[config.mk]
export PLATFORM = sky130hd
export DESIGN_NAME = nfu1_tile_sched
export DESIGN_NICKNAME = d
export VERILOG_FILES = /design/src/rtl/nfu1_tile_sched.sv
export SDC_FILE = /design/constraint.sdc
export NUM_CORES = 1
export LEC_CHECK = 0
export ABC_AREA = 1
export CAP_MARGIN = 0
export CELL_PAD_IN_SITES_DETAIL_PLACEMENT = 2
export CELL_PAD_IN_SITES_GLOBAL_PLACEMENT = 2
export CORE_ASPECT_RATIO = 1.4
export CORE_MARGIN = 4
export CORE_UTILIZATION = 32
export DETAILED_ROUTE_END_ITERATION = 8
export GPL_TIMING_DRIVEN = 0
export PLACE_DENSITY_LB_ADDON = 0.1
export SLEW_MARGIN = 20
export SYNTH_ARGS = -nofsm -noshare
export SYNTH_HDL_FRONTEND = slang
export SYNTH_SLANG_ARGS = --single-unit
[constraint.sdc]
create_clock -name clk -period 4.5 [get_ports clk]
set_input_delay 0.9 -clock clk [delete_from_list [all_inputs] [get_ports clk]]
set_output_delay 0.9 -clock clk [all_outputs]
set_load 0.005 [all_outputs]
[src/rtl/nfu1_tile_sched.sv]
`default_nettype none
// +--------------------------------------------------------------------------+
// | nfu1_tile_sched                                                          |
// | Walks the input tiles of one output block: paired NBin/SB reads and     |
// | first/last-tagged valid/ready beats toward NFU-1 / NFU-2.                |
// | Rev 1.0                                                                  |
// +--------------------------------------------------------------------------+
module nfu1_tile_sched #(
  parameter int BIT_WIDTH   = 16,
  parameter int Tn          = 16,
  parameter int ADDR_WIDTH  = 10,
  parameter int CNT_WIDTH   = 8,
  parameter int STALL_WIDTH = 16
) (
  input  logic                   clk,
  input  logic                   rst,
  input  logic                   i_start,
  input  logic [CNT_WIDTH-1:0]   i_num_tiles,
  input  logic [ADDR_WIDTH-1:0]  i_nbin_base,
  input  logic [ADDR_WIDTH-1:0]  i_sb_base,
  output logic                   o_busy,
  output logic                   o_done,
  output logic                   o_nbin_rd_en,
  output logic [ADDR_WIDTH-1:0]  o_nbin_addr,
  output logic                   o_sb_rd_en,
  output logic [ADDR_WIDTH-1:0]  o_sb_addr,
  output logic                   o_nfu_valid,
  output logic                   o_nfu_first,
  output logic                   o_nfu_last,
  input  logic                   i_nfu_ready,
  output logic [STALL_WIDTH-1:0] o_stall_cycles
);

  // Operand width and tile size only describe the datapath this block steers.
  if (BIT_WIDTH < 1 || Tn < 1 || CNT_WIDTH < 1 || ADDR_WIDTH < 1 || STALL_WIDTH < 1) begin : g_badParam
    $error("nfu1_tile_sched: invalid parameter value");
  end

  typedef enum logic [1:0] {
    S_IDLE  = 2'd0,
    S_RUN   = 2'd1,
    S_DRAIN = 2'd2
  } state_t;

  state_t                r_state;
  logic [CNT_WIDTH-1:0]  r_numTiles;
  logic [CNT_WIDTH-1:0]  r_idx;
  logic [ADDR_WIDTH-1:0] r_nbinBase;
  logic [ADDR_WIDTH-1:0] r_sbBase;

  logic w_slotFree;
  logic w_rdEn;
  logic w_isLast;

  assign w_slotFree = !o_nfu_valid || i_nfu_ready;
  assign w_rdEn     = (r_state == S_RUN) && w_slotFree;
  assign w_isLast   = (r_idx == r_numTiles - CNT_WIDTH'(1));

  assign o_nbin_rd_en = w_rdEn;
  assign o_sb_rd_en   = w_rdEn;
  // Sum truncates to ADDR_WIDTH, so addresses wrap around the buffer.
  assign o_nbin_addr  = w_rdEn ? r_nbinBase + ADDR_WIDTH'(r_idx) : '0;
  assign o_sb_addr    = w_rdEn ? r_sbBase   + ADDR_WIDTH'(r_idx) : '0;

  always_ff @(posedge clk or posedge rst) begin
    if (rst) begin
      r_state        <= S_IDLE;
      r_numTiles     <= '0;
      r_idx          <= '0;
      r_nbinBase     <= '0;
      r_sbBase       <= '0;
      o_busy         <= 1'b0;
      o_done         <= 1'b0;
      o_nfu_valid    <= 1'b0;
      o_nfu_first    <= 1'b0;
      o_nfu_last     <= 1'b0;
      o_stall_cycles <= '0;
    end else begin
      o_done      <= 1'b0;
      o_nfu_valid <= w_rdEn || (o_nfu_valid && !i_nfu_ready);
      if (w_rdEn) begin
        o_nfu_first <= (r_idx == '0);
        o_nfu_last  <= w_isLast;
      end
      if (o_nfu_valid && !i_nfu_ready && !(&o_stall_cycles)) begin
        o_stall_cycles <= o_stall_cycles + STALL_WIDTH'(1);
      end

      case (r_state)
        S_IDLE: begin
          if (i_start) begin
            if (i_num_tiles == '0) begin
              o_done <= 1'b1;
            end else begin
              r_numTiles     <= i_num_tiles;
              r_nbinBase     <= i_nbin_base;
              r_sbBase       <= i_sb_base;
              r_idx          <= '0;
              o_stall_cycles <= '0;
              o_busy         <= 1'b1;
              r_state        <= S_RUN;
            end
          end
        end
        S_RUN: begin
          if (w_rdEn) begin
            r_idx <= r_idx + CNT_WIDTH'(1);
            if (w_isLast) begin
              r_state <= S_DRAIN;
            end
          end
        end
        S_DRAIN: begin
          if (o_nfu_valid && o_nfu_last && i_nfu_ready) begin
            o_busy  <= 1'b0;
            o_done  <= 1'b1;
            r_state <= S_IDLE;
          end
        end
        default: begin
          o_busy  <= 1'b0;
          r_state <= S_IDLE;
        end
      endcase
    end
  end

endmodule
`default_nettype wire

* Word-level counts from Yosys, hierarchy flattened
Index checks and enable logic that the tools add are counted.
** Cells by class
- $add $sub $neg :: 5
- Multiply operators :: 0
- Divide/modulo/power cells :: 0
- $lt $le $gt $ge :: 0
- Equal/unequal tests :: 8
- Shift operators :: 0
- Mux-type cells :: 24
- Bitwise logic cells :: 2
- Reductions and logical operators :: 19
** Operators by type and width (count)
- 2-to-1 mux 16 bit :: 4
- 2-to-1 mux 8 bit :: 3
- adder 10 x 8 -> 10 bit :: 2
- 2-to-1 mux 10 bit :: 2
- adder 16 x 1 -> 16 bit, second input constant :: 1
- logical NOT 8 bit :: 2
- one-hot mux 8 bit (2 select lines) :: 1
- AND reduction 16 bit :: 1
- 2-to-1 mux 2 bit :: 5
- != test 2 bit, second input constant :: 5
- adder 8 x 1 -> 8 bit, second input constant :: 1
- equality test 8 bit :: 1
- AND reduction 4 bit :: 2
- subtractor 8 x 1 -> 8 bit, second input constant :: 1
- 2-to-1 mux 1 bit :: 6
- one-hot mux 2 bit (3 select lines) :: 1
- logical AND 1 bit :: 5
- AND reduction 5 bit :: 1
- logical NOT 1 bit :: 3
- one-hot mux 1 bit (3 select lines) :: 1
- AND reduction 3 bit :: 1
- equality test 2 x 1 -> 1 bit, second input constant :: 1
- equality test 2 bit, second input constant :: 1
- logical NOT 2 bit :: 1
- 4 further kinds :: 6
** Word-level totals
- Bits in registers :: 59
- Bits in latches :: 0
- Memory bits (writable) :: 0
- Memory bits (read-only) :: 0
- Bits of input ports :: 32
- Output and inout bits :: 43
- Logic and storage cells :: 69
- Memories kept :: 0

* Depth between registers and ports, before layout
Gate-level depths: netlist (run 1).
- Word-level depth :: 7
- Depth in mapped cells :: 13

* Least setup slack after synthesis (run 1)
Ideal clock, no wire load.
- Path kind :: reg-to-output
- Start point :: register r_idx[0]
- End point :: output o_nbin_addr[6]
- Arrival time :: 1.694 ns
- Required time :: 3.600 ns
- Slack :: 1.906 ns
- Stages on the path, launching flop included :: 10
- Cell sequence :: dfrtp_1 -> ha_1 -> fa_1 -> nand3_1 -> nand2_1 -> nand2_1 -> nand2_1 -> a21oi_1 -> o21ai_0 -> a21oi_1
** On the way
- Word-level cells in the longest chain between the ends :: 2
** Ends and longest elaborated chain
- from (decl) :: line 47 : logic [CNT_WIDTH-1:0] r_idx;
- from (signal assigned) :: line 107 : r_idx <= r_idx + CNT_WIDTH'(1);
- adder 10 x 8 -> 10 bit :: line 62 : assign o_nbin_addr = w_rdEn ? r_nbinBase + ADDR_WIDTH'(r_idx) : '0;
- 2-to-1 mux 10 bit :: line 62
- to (decl) :: line 24 : output logic [ADDR_WIDTH-1:0] o_nbin_addr,
No other way between the ends.

* Worst setup path in the final report (run 1)
- Start point :: input i_nfu_ready
- End point :: output o_sb_addr[2]
** On the way
- Word-level cells in the longest chain between the ends :: 3
** Ends and longest elaborated chain
- from (decl) :: line 30 : input logic i_nfu_ready,
- logical OR 1 bit :: line 55 : assign w_slotFree = !o_nfu_valid || i_nfu_ready;
- logical AND 1 bit :: line 56 : assign w_rdEn = (r_state == S_RUN) && w_slotFree;
- 2-to-1 mux 10 bit :: line 63 : assign o_sb_addr = w_rdEn ? r_sbBase + ADDR_WIDTH'(r_idx) : '0;
- to (decl) :: line 26 : output logic [ADDR_WIDTH-1:0] o_sb_addr,
No other way between the ends.

==> reports/metrics.cfg, run 1 <==
[clock_network]
path_clk_slew_ns=0.05
cts_setup_buffers=0
ctsHtreeMaxLevel=3
cts-resized-gates=0
insertion_delay_ns=0.33
ctsHoldBuffers=0
cts_tree=built
cts_made_buffers=9
clockBufferDepth=2
cts_root_buf=clkbuf_16
cts_sinks=59

[timing]
relSlewSlack=0.686
hold_viol_final=0
worst_slack_ns=0.742
final.setup.tns_ns=0
skew_ns=0.00438
final-setup-viol-count=0
finalMaxSlewViolations=0
fin_crit_sh=0.835
grt_setup_unrepaired=no
worstMarginPinSlew_ns=0.471
fmax_mhz=266
finalCriticalPeriod_ns=3.76
holdWs_ns=0.476

[layout]
syn2layout_area_growth_pct=31.8
diodes=0
fin_util=0.433
fin_nets=680
num-fill-cells=1392
drive_above_1_share=0.0808

[critical_path]
worstPathRequired_ns=3.60
r2r_cells=10
cp.arrival_ns=2.86
rr_startpoint=r_numTiles[0]
crit_type=in2out
endpoint=o_sb_addr[2]
r2r-end=r_state[1]
path_max_fanout=11
end_kind=primary output
startpoint_type=input pin
crit_start=i_nfu_ready
r2r_slack_ns=2.49

[global_routing]
grt_use_total=0.216
gr-total-overflow=0
grt_antenna_before_repair=0
grt_pass1_wl_um=23800
grt_max_degree=37
grt_pass1_vias=4603

[power_and_ir_drop]
powerDensity_nw_per_um2=693
sw_frac_of_total=0.436
combPwrFrac=0.526
seqPwrFrac=0.286
p_leak_nw=2.48
p_clk_frac=0.188
ir_drop_v=0.000252
p_int_w=0.00201
power_switching_w=0.00155

[synth]
synth-seq-cells=59
synth_area_leaders=dfrtp_1, nand2_1, ha_1, nor2_1, inv_1
synthCells=540
syn_avg_cell_area_um2=7.23
netlist.top_cell.by_area=dfrtp_1
yosys-top-cells-count=nand2_1, dfrtp_1, nor2_1
synth_edf_count=0
async_flop_share=1.00
synth_cell_types=39
ys.flop_type=dfrtp_1
ys_warn_count=0
yosysSeqAreaShare=0.378
yosysTopAreaCellShare=0.378
synth_area_um2=3900
syn_nets=594
synth_most_common_cell=nand2_1

[routing]
highest_layer=met4
dr_wl_met3_um=334
wl_met1_um=5490
wl_met2_um=8020
via_per_inst=5.13
ant_nets=0
wire_per_inst_um=18.1
drtIter0Drc=86
vias=3994
dr.pass1.iters=4
drc=0
drt_wl_total_um=14100

[job]
cap_viol_max_count=0

[die]
die_height_um=139
design.die.area_um2=14100
core_um2=11900
fp-row-count=47
initial_core_util=0.329
fp.dieW_um=101
ios=75

[placement]
io_buffer_count=74
place_ws_ns=0.676
gp_congestion=0.755
dp_hpwl_um=10900

[worst_hold_path]
hold_path.class=reg2reg

[outcome]
status=finished clean

## flip-flops by register name, summed over array words and instances (netlist names)
signal          flops
r_nbinBase         10
o_done              1
o_nfu_last          1
o_stall_cycles     16
o_nfu_first         1
r_idx               8
r_sbBase           10
r_state             2
o_busy              1
r_numTiles          8
o_nfu_valid         1
## kinds of logic after synthesis
kind of cell	share of synthesized area
buffers and inverters	0.0718
AO/OA/AOI/OAI	0.118
adder cells (fa/ha/maj)	0.0744
AND/OR/NAND/NOR	0.324
XOR/XNOR	0.0337
flip-flops	0.378
## layout by cell type (no fill, tap or decap), types with 4 or more instances in the layout
master	instances
inv_1	51
nor3_1	7
nor2_1	56
clkdlybuf4s50_1	74
nor2_2	7
a21oi_1	35
nand4_1	5
xnor2_1	5
nand2_1	171
inv_2	4
o21ai_0	36
nand3_1	32
buf_2	7
dfrtp_1	59
clkbuf_16	9
clkbuf_8	4
xor2_1	10
ha_1	20
## layout make-up
class / count / area (um2) / area share
repair buffers: 75 / 761 / 0.148
flip-flops and latches: 59 / 1480 / 0.287
plain buffers: 10 / 57.6 / 0.0112
inverters: 58 / 225 / 0.0438
clock inverters: 1 / 5.00 / 0.000973
multi-input cells: 413 / 2150 / 0.417
clock buffers: 15 / 288 / 0.0560
well taps: 147 / 184 / 0.0358
## routing by layer
layer | up-vias | GRT usage
met5 | - | 0
met4 | 0 | 0.0658
met3 | 17 | 0.0272
met2 | 59 | 0.412
met1 | 2006 | 0.240
li1 | 1912 | -
## how the worst min path moves through the flow
stage                        from            end  slack [ns]  depth (start not counted)
floorplan           r_nbinBase[0]  r_nbinBase[0]        0.45                          2
CTS                 r_nbinBase[4]  r_nbinBase[4]        0.48                          2
finish              r_nbinBase[4]  r_nbinBase[4]        0.48                          2
detailed placement  r_nbinBase[4]  r_nbinBase[4]        0.47                          2
global route        r_nbinBase[0]  r_nbinBase[0]        0.51                          2
global placement      r_sbBase[2]    r_sbBase[2]        0.46                          2
## per-stage QoR
step,total power [W],instances,area [um2]
floorplan,0.00206,540,3900
global placement,0.00278,761,4830
detailed placement,0.00291,762,4850
CTS,0.00362,778,5140
global route,0.00392,778,5140
finish,0.00356,778,5140
## critical path: stages
cell	delay, ns
clkdlybuf4s50_1	0.53
nor2_2	0.12
nor2_4	0.31
buf_6	0.21
o21ai_0	0.10
a21oi_1	0.16
clkdlybuf4s50_1	0.53
## power groups by stage
stage	clock network (W)	registers (W)	logic, W
after detailed placement	0	0.00102	0.00188
after global routing	0.000706	0.00106	0.00215
after CTS	0.000685	0.00102	0.00191
after global placement	0	0.00101	0.00178
final	0.000670	0.00102	0.00187
after floorplan	0	0.000930	0.00113
(Power assumes the default switching activity.)
==> run 2, diff against run 1 <==
--- a/config.mk
+++ b/config.mk
@@ -11,7 +11,7 @@
 export CELL_PAD_IN_SITES_GLOBAL_PLACEMENT = 2
 export CORE_ASPECT_RATIO = 1.4
 export CORE_MARGIN = 4
-export CORE_UTILIZATION = 32
+export CORE_UTILIZATION = 26
 export DETAILED_ROUTE_END_ITERATION = 8
 export GPL_TIMING_DRIVEN = 0
 export PLACE_DENSITY_LB_ADDON = 0.1
==> constraint.sdc (replaced) <==
create_clock -name clk -period 3.1 [get_ports clk]
set_input_delay 0.62 -clock clk [delete_from_list [all_inputs] [get_ports clk]]
set_output_delay 0.62 -clock clk [all_outputs]
set_load 0.005 [all_outputs]
==> run 2 against run 1 <==
The run now ends with setup timing left; non-clock buffer count increased by 20; count of clock-buffer cells in the layout is 2 lower; sequential cell count is the same; register-to-register slack worse by 1.4 ns; clock power rose by 33%; wire length up 2.4%; via count grew 1.3%; largest cell class unchanged; highest routed layer unchanged.
==> reports/metrics.cfg, run 2 (synthesis results as in run 1) <==
[global_routing]
grt_use_total=0.170
grt_pass1_wl_um=23200
grt_max_degree=36
gr-total-overflow=0
grt_pass1_vias=4467
grt_antenna_before_repair=0

[clock_network]
cts_made_buffers=9
insertion_delay_ns=0.33
cts_sinks=59
ctsHtreeMaxLevel=3
cts_root_buf=clkbuf_16
cts_tree=built
path_clk_slew_ns=0.05
clockBufferDepth=2

[power_and_ir_drop]
p_int_w=0.00318
combPwrFrac=0.577
power_switching_w=0.00243
sw_frac_of_total=0.433
powerDensity_nw_per_um2=1010
p_clk_frac=0.159
seqPwrFrac=0.264
ir_drop_v=0.000334
p_leak_nw=2.60

[routing]
ant_nets=0
wire_per_inst_um=17.2
dr.pass1.iters=4
vias=4046
drtIter0Drc=95
via_per_inst=4.82
drt_wl_total_um=14500
drc=0

[die]
fp-row-count=52
fp.dieW_um=112
initial_core_util=0.268
design.die.area_um2=17100
ios=75
die_height_um=153
core_um2=14600

[critical_path]
endpoint=o_sb_addr[9]
crit_top_cell=nand2_1
worstPathRequired_ns=2.48
r2r-end=r_state[0]
cp_slowest_cell=clkdlybuf4s50_1
startpoint_type=register
path_max_fanout=6
r2r_slack_ns=1.14
rr_startpoint=r_numTiles[0]
r2r_cells=11
crit_type=reg2out
crit_start=r_idx[3]
cp.arrival_ns=2.51
crit_chain=ha_4 > nand2_1 > o21ai_2 > nand2_1 > nand3_1 > o21ai_0 > a21oi_1 > clkdlybuf4s50_1
slowest_delay_ns=0.54
end_kind=primary output

[timing]
fmax_mhz=320
hold_viol_final=0
worst_slack_ns=-0.0272
worstMarginPinSlew_ns=0.426
final.setup.tns_ns=-0.0272
fin_crit_sh=1.01
relSlewSlack=0.716
final-setup-viol-count=1
finalMaxSlewViolations=0
grt_setup_unrepaired=yes
finalCriticalPeriod_ns=3.13
skew_ns=0.00870

[outcome]
violations=setup timing
status=finished, violations left

[layout]
fin_nets=700
diodes=0
final_common_cell=nand2_1
largest-register=o_stall_cycles
multi_input_area_um2=2340
drive_above_1_share=0.169
largest_register_ffs=16
reg_top3=o_stall_cycles x16, r_nbinBase x10, r_sbBase x10
final_cell_mix=nand2_1, clkdlybuf4s50_1, nor2_1, inv_1, dfrtp_1
num-fill-cells=1714
syn2layout_area_growth_pct=42.7
fin_util=0.382
ff_latch_area_um2=1490

[placement]
io_buffer_count=74
dp_hpwl_um=10700
gp_congestion=0.790

[worst_hold_path]
holdCritStartpoint=r_nbinBase[2]
hold_path.class=reg2reg

[job]
cap_viol_max_count=0

[run 2: cell count changes in the layout (fill, tap and decap cells not counted), sizes merged]
cell	change
clkinv	+2
clkdlybuf4s50	-4
dlygate4sd2	+1
buf	+19
dlymetal6s2s	+2
[run 2: how the worst min path moves through the flow]
stage | endpoint | slack [ns] | cells after the start
global route | r_sbBase[7] | 0.51 | 2
CTS | r_nbinBase[2] | 0.48 | 2
global placement | r_nbinBase[5] | 0.46 | 2
floorplan | r_nbinBase[0] | 0.45 | 2
finish | r_nbinBase[2] | 0.48 | 2
detailed placement | r_nbinBase[3] | 0.47 | 2
[run 2: layout make-up]
cell class | count | area share
buffer | 10 | 0.0110
clock buffer | 13 | 0.0431
clock inverter | 3 | 0.00270
inverter | 58 | 0.0404
multi-input combinational | 413 | 0.420
sequential | 59 | 0.267
tap | 189 | 0.0425
timing repair buffer | 95 | 0.173
[run 2: layer usage]
| layer | track usage | up-vias | part of all wire |
|---|---|---|---|
| li1 | - | 1956 | - |
| met1 | 0.191 | 2022 | 0.40 |
| met2 | 0.330 | 54 | 0.57 |
| met3 | 0.0245 | 14 | 0.019 |
| met4 | 0.0475 | 0 | 0.015 |
| met5 | 0 | - | 0 |
[run 2: critical path, delay by kind of cell (launching register included)]
| family | cells | cell delay, ns |
|---|---|---|
| buffers and inverters | 1 | 0.54 |
| DFF | 1 | 0.50 |
| AOI/OAI and AO/OA | 3 | 0.50 |
| adders and majority gates | 1 | 0.33 |
| and+or+nand+nor | 3 | 0.30 |
[run 2: what timing repair did]
| item | 4_1_cts | 5_1_grt |
|---|---|---|
| endpoints found under the setup margin | 15 | 10 |
| gates cloned | 0 | 1 |
| hold buffers | 0 | 0 |
| resized for setup | 30 | 25 |
| buffers inserted | 12 | 7 |
| pin swaps | 2 | 6 |
[run 2: power groups by stage]
stage	Clock [W]	Sequential [W]	Combinational (W)
floorplan	0	0.00135	0.00164
global placement	0	0.00148	0.00261
detailed placement	0	0.00149	0.00272
CTS	0.000907	0.00147	0.00306
global route	0.000948	0.00154	0.00364
finish	0.000891	0.00148	0.00323
[run 2: through the flow]
| step | total power, W | setup WS, ns | hold slack (ns) | cell area, um2 | std cells |
|---|---|---|---|---|---|
| 3_3_place_gp | 0.00409 | -0.363 | 0.461 | 4880 | 803 |
| 5_1_grt | 0.00613 | -0.123 | 0.514 | 5570 | 840 |
| 6_report | 0.00560 | -0.0272 | 0.481 | 5570 | 840 |
| 3_5_place_dp | 0.00421 | -0.103 | 0.467 | 4900 | 804 |
| 4_1_cts | 0.00544 | 0.000494 | 0.484 | 5380 | 832 |
| 2_1_floorplan | 0.00299 | 0.786 | 0.446 | 3900 | 540 |
==> run 3, diff against run 2 <==
--- a/config.mk
+++ b/config.mk
@@ -5,13 +5,12 @@
 export SDC_FILE = /design/constraint.sdc
 export NUM_CORES = 1
 export LEC_CHECK = 0
-export ABC_AREA = 1
 export CAP_MARGIN = 0
 export CELL_PAD_IN_SITES_DETAIL_PLACEMENT = 2
 export CELL_PAD_IN_SITES_GLOBAL_PLACEMENT = 2
 export CORE_ASPECT_RATIO = 1.4
 export CORE_MARGIN = 4
-export CORE_UTILIZATION = 26
+export CORE_UTILIZATION = 29
 export DETAILED_ROUTE_END_ITERATION = 8
 export GPL_TIMING_DRIVEN = 0
 export PLACE_DENSITY_LB_ADDON = 0.1
@@ -19,3 +18,4 @@
 export SYNTH_ARGS = -nofsm -noshare
 export SYNTH_HDL_FRONTEND = slang
 export SYNTH_SLANG_ARGS = --single-unit
+export TNS_END_PERCENT = 30
==> run 3 against run 2 <==
Via count decreased by 19%; total power decreased by 3.8%; clock skew is 0.0031 ns lower; synthesized area shrank 3.6%; synthesized cell count is 29% lower; the flow still finishes with violations (setup timing); clock power rose by 21%; critical endpoint is now o_nbin_addr[6].
==> reports/metrics.cfg, run 3 <==
[layout]
reg_top3=o_stall_cycles x16, r_nbinBase x10, r_sbBase x10
largest_register_ffs=16
fin_nets=534
final_cell_mix=clkdlybuf4s50_1, dfrtp_1, nor2_1, nand2_1, xnor2_1
drive_above_1_share=0.188
diodes=0
syn2layout_area_growth_pct=38.4
final_common_cell=clkdlybuf4s50_1
largest-register=o_stall_cycles
fin_util=0.406

[critical_path]
crit_start=r_idx[0]
crit_type=reg2out
rr_startpoint=r_numTiles[0]
path_max_fanout=2
endpoint=o_nbin_addr[6]
worstPathRequired_ns=2.48
end_kind=primary output
cp.arrival_ns=2.53
cp_slowest_cell=dfrtp_2
r2r-end=r_state[0]
crit_chain=buf_8 > ha_4 > fa_2 > a21o_1 > a21oi_2 > buf_4 > o211ai_1 > xnor2_1 > nor2_1 > buf_2
path_buf_inv=3
startpoint_type=register
critPathTopFamily=adder cells
r2r_slack_ns=0.78
r2r_cells=7
path_depth=10
slowest_delay_ns=0.43

[synth]
synth_edf_count=0
synth_most_common_cell=dfrtp_1
synth-seq-cells=59
netlist.top_cell.by_area=dfrtp_1
synth_area_um2=3760
ys_warn_count=0
ys.flop_type=dfrtp_1
syn_nets=435
synthCells=381
yosys-top-cells-count=dfrtp_1, nor2_1, nand2_1
yosysSeqAreaShare=0.392
yosysTopAreaCellShare=0.392
async_flop_share=1.00
synth_area_leaders=dfrtp_1, ha_1, xnor2_1, mux2_2, mux2_4
syn_avg_cell_area_um2=9.88
synth_cell_types=55

[placement]
gp_congestion=0.787
io_buffer_count=74
dp_hpwl_um=8900

[power_and_ir_drop]
p_clk_frac=0.200
sw_frac_of_total=0.384
seqPwrFrac=0.260
p_leak_nw=2.27
combPwrFrac=0.540
power_switching_w=0.00207
ir_drop_v=0.000273
power_w=0.00539
p_int_w=0.00332
powerDensity_nw_per_um2=1040

[routing]
wire_per_inst_um=19.4
drt_wl_total_um=12400
drtIter0Drc=56
ant_nets=0
drc=0
dr.pass1.iters=4
via_per_inst=5.13
vias=3274

[clock_network]
clockBufferDepth=2
cts_sinks=59
cts_tree=built
cts_made_buffers=9
insertion_delay_ns=0.33
ctsHtreeMaxLevel=3
cts_root_buf=clkbuf_16
path_clk_slew_ns=0.05

[timing]
relSlewSlack=0.514
fmax_mhz=318
worst_slack_ns=-0.0450
final-setup-viol-count=4
finalCriticalPeriod_ns=3.15
grt_setup_unrepaired=yes
skew_ns=0.00561
hold_viol_final=0
worstMarginPinSlew_ns=0.727
fin_crit_sh=1.01
holdWs_ns=0.514
final.setup.tns_ns=-0.0648
finalMaxSlewViolations=0

[die]
ios=75
fp-row-count=49
design.die.area_um2=14900
core_um2=12800
initial_core_util=0.294
die_height_um=143
fp.dieW_um=104

[outcome]
violations=setup timing
status=finished, violations left

[global_routing]
grt_use_total=0.174
grt_antenna_before_repair=0
grt_max_degree=46
grt_pass1_vias=3758
grt_pass1_wl_um=20300
gr-total-overflow=0

[worst_hold_path]
hold_path.class=reg2reg

[job]
cap_viol_max_count=0

-- run 3: changes by cell type in the layout (fill, tap and decap cells not counted), moves of 10 or more --
cell and delta:
nand2_1 -141, inv_1 -38, nand3_1 -21, o21ai_0 -21
a21oi_1 -17, nor2_1 -16, mux2_2 +14, xnor2_1 +14
mux2_4 +10, nor2_2 -10, or3_1 +10
-- run 3: power by group through the flow --
stage / registers, W / logic (W) / clock network [W]
2_1_floorplan: 0.00130 / 0.00164 / 0
3_3_place_gp: 0.00143 / 0.00250 / 0
3_5_place_dp: 0.00144 / 0.00260 / 0
4_1_cts: 0.00141 / 0.00290 / 0.00110
5_1_grt: 0.00145 / 0.00323 / 0.00114
6_report: 0.00140 / 0.00291 / 0.00108
-- run 3: how the worst min path moves through the flow --
| stage | slack [ns] | start | to | cells after the start |
|---|---|---|---|---|
| floorplan | 0.46 | r_state[0] | o_done | 1 |
| global placement | 0.50 | r_sbBase[2] | r_sbBase[2] | 1 |
| detailed placement | 0.50 | r_nbinBase[7] | r_nbinBase[7] | 1 |
| CTS | 0.52 | r_sbBase[2] | r_sbBase[2] | 1 |
| global route | 0.54 | r_sbBase[6] | r_sbBase[6] | 1 |
| finish | 0.51 | r_sbBase[6] | r_sbBase[6] | 1 |
-- run 3: layout make-up --
type / count / area [um2]
multi-input combinational: 293 / 2230
fill: 1379 / 7610
inverter: 15 / 63.8
tap: 153 / 191
clock inverter: 6 / 80.1
clock buffer: 10 / 229
timing repair buffer: 88 / 850
buffer: 14 / 85.1
sequential: 59 / 1480
-- run 3: routing by layer --
metal / up-vias / global-route usage / share of wire
met5: - / 0 / 0
met4: 0 / 0.0511 / 0.011
met3: 13 / 0.0326 / 0.027
met2: 54 / 0.336 / 0.55
met1: 1649 / 0.194 / 0.41
li1: 1558 / - / -
-- run 3: repair_timing --
action                     in CTS  in global routing
setup buffers                  11                  2
hold buffers                    0                  0
setup endpoints to repair      22                 10
pin swaps                       8                  7
gates resized for setup        48                 11
-- run 3: cell families (layout without fill, tap and decap cells) --
| kind of cell | after synthesis | after routing | synth area share |
|---|---|---|---|
| simple gates | 137 | 137 | 0.193 |
| compound gates | 66 | 66 | 0.116 |
| flops | 59 | 59 | 0.392 |
| xor+xnor | 36 | 36 | 0.0838 |
| mux | 32 | 32 | 0.103 |
| buf+inv | 29 | 133 | 0.0346 |
| fa+ha+maj | 22 | 22 | 0.0771 |
-- run 3: worst reg2reg max path, stage by stage, from the launching register on --
cell and delay [ns]:
dfrtp_1 0.46, inv_1 0.10, ha_1 0.24, nor3b_1 0.19
or3_1 0.33, a221oi_1 0.28, nor3_1 0.16, o41a_1 0.44
-- run 3: per-stage QoR --
stage          cell area, um2  setup slack, ns  cells
2_1_floorplan            3760            0.428    381
3_3_place_gp             4700           -0.761    608
3_5_place_dp             4730           -0.781    609
4_1_cts                  5170           -0.173    636
5_1_grt                  5210           -0.157    638
6_report                 5210          -0.0450    638
==> edit 1: new RTL, flow settings as in run 3 <==
The parameter `STALL_WIDTH` goes from 16 to 12.
--- a/src/rtl/nfu1_tile_sched.sv
+++ b/src/rtl/nfu1_tile_sched.sv
@@ -12,3 +12,3 @@
   parameter int CNT_WIDTH   = 8,
-  parameter int STALL_WIDTH = 16
+  parameter int STALL_WIDTH = 12
 ) (
Ports: changed (resized o_stall_cycles); port bits go from 75 to 71. No check against the original RTL was run, so the function may have changed too.
==> edit 1 against run 3 <==
Total power shrank 4.5%; routed wire length shrank 11%; fmax grew 2.0%; via count shrank 9.9%; critical path depth shrank 3; final area shrank 5.1%; sequential cell count shrank 4; highest routed layer unchanged; clock power shrank 47%; worst hold slack gained 0.0081 ns; area after synthesis shrank 6.4%; largest power group unchanged; setup slack gained 0.063 ns; synthesized cell count shrank 10%; critical endpoint is now o_sb_addr[9].
==> edit 1: results (changes against run 3) <==
- Outcome: finished clean
- Fin Clk Skew: 0.004548 ns (-0.001065 ns)
- Syn Std Cell Area: 3523 um^2 (-6.4%)
- Post-DP Area: 4431 um^2 (-6.2%)
- Grt met1 use: 19.60% (+0.22 points)
- CTS buffer count: 5 (-4)
- Hold path cells: 2 (+1)
- Buffers excl. clock: 99 (-2.9%)
- Largest net degree at the start of global routing: 33 (-28%)
- Share of cells above drive strength 1: 22.02% (+3.3 points)
- WL met1: 4348 um (-15%)
- Mapped Nets: 397 (-8.7%)
- Switching power total: 0.002014 W (-2.7%)
- Multi-input combinational area share: 45.91% (+3.1 points)
- Non-clk invs: 9 (-6)
- Final GP Congestion: 0.7349 (-6.7%)
- Routing usage on met2: 28.93% (-4.7 points)
- Sequential share of the synthesized area: 39.06% (-0.17 points)
- Reg-to-Reg Start: o_stall_cycles[0]
- LEAKAGE: 2.065 nW (-9.1%)
- Crit path launch: r_idx[3]
- Routed wl met3: 351 um (+4.5%)
- Vias after detailed routing: 2951 (-9.9%)
- R2R Setup Slk: 1.23 ns (+0.45 ns)
- PortBufs: 70 (-5.4%)
- FILL cells: 1285 (-6.8%)
- Overall power: 0.005146 W (-4.5%)
- Met3 usage: 2.419% (-0.84 points)
- Slew Limit Headroom: 42.66% (-8.7 points)
- CTS H-Tree Depth: 2 (-1)
- Vias in the first global route: 3349 (-11%)
- Clock share of power: 11.2% (-8.8 points)
- Crit path DAT: 2.46 ns (-0.07 ns)
- Register Area: 1385 um^2 (-6.5%)
- Largest cells by area after synthesis: dfrtp_1 39%, mux2_4 11%, ha_1 7.1%
- Clock Pin Slew Worst Setup and Hold Paths: 0.07 ns (+0.02 ns)
-- edit 1: cell types whose count changed in the layout (fill, tap and decap cells not counted), sizes merged, moves of 5 or more --
cell    change
mux2i       -5
nand3       -5
or3         -6
xor2        +6
a211oi     +10
or4         -5
nand2      -14
nor3        +5
xnor2       -5
o21ai       +5
inv         -5
clkbuf      -9
-- edit 1: cells by family (layout without fill, tap and decap cells) --
group	Yosys count	in the layout	share of synthesized area (%)
AOI/OAI and AO/OA	68	68	12.57
xor gates and xnor gates	37	37	9.197
DFF	55	55	39.06
and+or+nand+nor	110	110	15.59
adders and majority gates	22	22	8.239
muxes	29	29	11.93
buffers and inverters	22	115	3.409
-- edit 1: metrics by stage --
step	hold WS [ns]	TNS (ns)	worst slack [ns]	cells
global placement	0.4616	-7.276	-0.1814	560
floorplan	0.4673	0	0.5998	343
CTS	0.5087	-0.7585	-0.1052	579
global route	0.5504	-0.2819	-0.09930	583
detailed placement	0.4922	-1.541	-0.2608	561
finish	0.5225	0	0.01802	583
==> edit 2: new RTL, flow settings as in run 3 <==
Without the edit above. Make the reset (`rst`) synchronous in one clocked block.
--- a/src/rtl/nfu1_tile_sched.sv
+++ b/src/rtl/nfu1_tile_sched.sv
@@ -64,3 +64,3 @@
 
-  always_ff @(posedge clk or posedge rst) begin
+  always_ff @(posedge clk) begin
     if (rst) begin
Check against the original RTL: differs if rst is asserted again (counterexample within 4 cycles, from zero or initial values and one cycle with rst high); with rst held inactive, the same outputs for 4 cycles.
==> edit 2 against run 3 <==
Sequential cell count is the same; routed wire length decreased by 1.9%; synthesized cell count grew 17%; the flow still finishes with violations (negative setup slack); final cell count grew 7.8%; final area decreased by 5.8%; setup slack got worse by 0.077 ns; register-to-register slack better by 0.24 ns; first-iteration DRC count grew 50%; area after synthesis down 4.7%.
Power is not compared: it rests on default switching activity, and its combinational part moved more than twofold at a synthesized area within 25%.
==> edit 2: results (changes against run 3) <==
- Outcome: complete, but fails checks
- Failing checks: negative setup slack
- Hold path start: r_sbBase[6]
- Final GP Congestion: 0.7868 (about the same)
- Vias after detailed routing: 3617 (+10%)
- FILL cells: 1387 (+0.58%)
- Post-DP Area: 4513 um^2 (-4.5%)
- Slew @ Worst Pin: 0.5857 ns (-0.1418 ns)
- Crit-path max cell delay: 0.49 ns (+0.06 ns)
- Post-Synth Adder-Cell Area: 8.089% (+0.38 points)
- Hold path cells: 2 (+1)
- Grt met1 use: 21.07% (+1.7 points)
- Setup violators final: 1 (-3)
- Sequential share of the synthesized area: 32.91% (-6.3 points)
- Asr flop ratio synth: 0% (-100 points)
- Compound-Gate Fraction of Synth Area: 16.21% (+4.6 points)
- R2R Setup Slk: 1.02 ns (+0.24 ns)
- DRT iter0 DRCs: 84 (+50%)
- Min Hold Slack: 0.4657 ns (-0.04866 ns)
- WL met2: 6449 um (-4.9%)
- Routing usage on met2: 32.24% (-1.4 points)
- First-pass GRT wire length: 20100 um (-0.75%)
- Share of cells above drive strength 1: 11.65% (-7.1 points)
- Reg-to-Reg Start: r_numTiles[0]
- Crit path launch: r_idx[0]
- Dpl ws: -0.7166 ns (+0.06420 ns)
- Critical path capture point: o_sb_addr[8]
- Routed wl met3: 409 um (+22%)
- GRT Overall Usage: 17.98% (+0.54 points)
- Delay-heaviest family, CP: compound AO/OA/AOI/OAI gates
- Hold endpoint: r_sbBase[6]
- XOR/XNOR share of the synthesized area: 8.543% (+0.16 points)
- Dpl cells: 666 (+9.4%)
- Most common flop cell mapped by yosys: dfxtp_1
- RR Endpoint: r_state[0]
- Worst Setup Slack, final: -0.1215 ns (-0.07651 ns)
- Post-detail-place hpwl: 9262 um (+4.0%)
- Setup TNS: -0.1215 ns (-0.05666 ns)
- Crit Path Max Fanout: 4 (+2)
- Largest net degree at the start of global routing: 12 (-74%)
- Synth cell count leaders: 79 x nand2_1, 59 x dfxtp_1, 43 x a21oi_1
- Crit path DAT: 2.60 ns (+0.07 ns)
- Vias in the first global route: 4014 (+6.8%)
- Mapped Nets: 499 (+15%)
- Final layout net count: 591 (+11%)
- Syn Area/Cell: 8.064 um^2 (-18%)
- Final WL: 12150 um (-1.9%)
## edit 2: power groups by stage
stage	clock, W	combinational, W	sequential (W)
2_1_floorplan	0	0.000168	0.000828
4_1_cts	0.000932	0.000313	0.000821
3_5_place_dp	0	0.000300	0.000838
6_report	0.000901	0.000309	0.000821
5_1_grt	0.000976	0.000347	0.000825
3_3_place_gp	0	0.000288	0.000836
## edit 2: repair_timing
action,4_1_cts,5_1_grt
pin swaps,10,1
hold buffers,0,0
setup buffers,7,0
endpoints found under the setup margin,22,5
resized for setup,37,2
## edit 2: final cells by class
type	count	area [um^2]	share of cell area (%)
inverters	13	51.30	1.046
repair buffers	81	778.2	15.87
flip-flops and latches	59	1192	24.32
plain buffers	22	122.6	2.501
clock inverters	5	30.03	0.6124
clock buffers	10	239.0	4.874
multi-input cells	351	2306	47.03
well taps	147	183.9	3.751
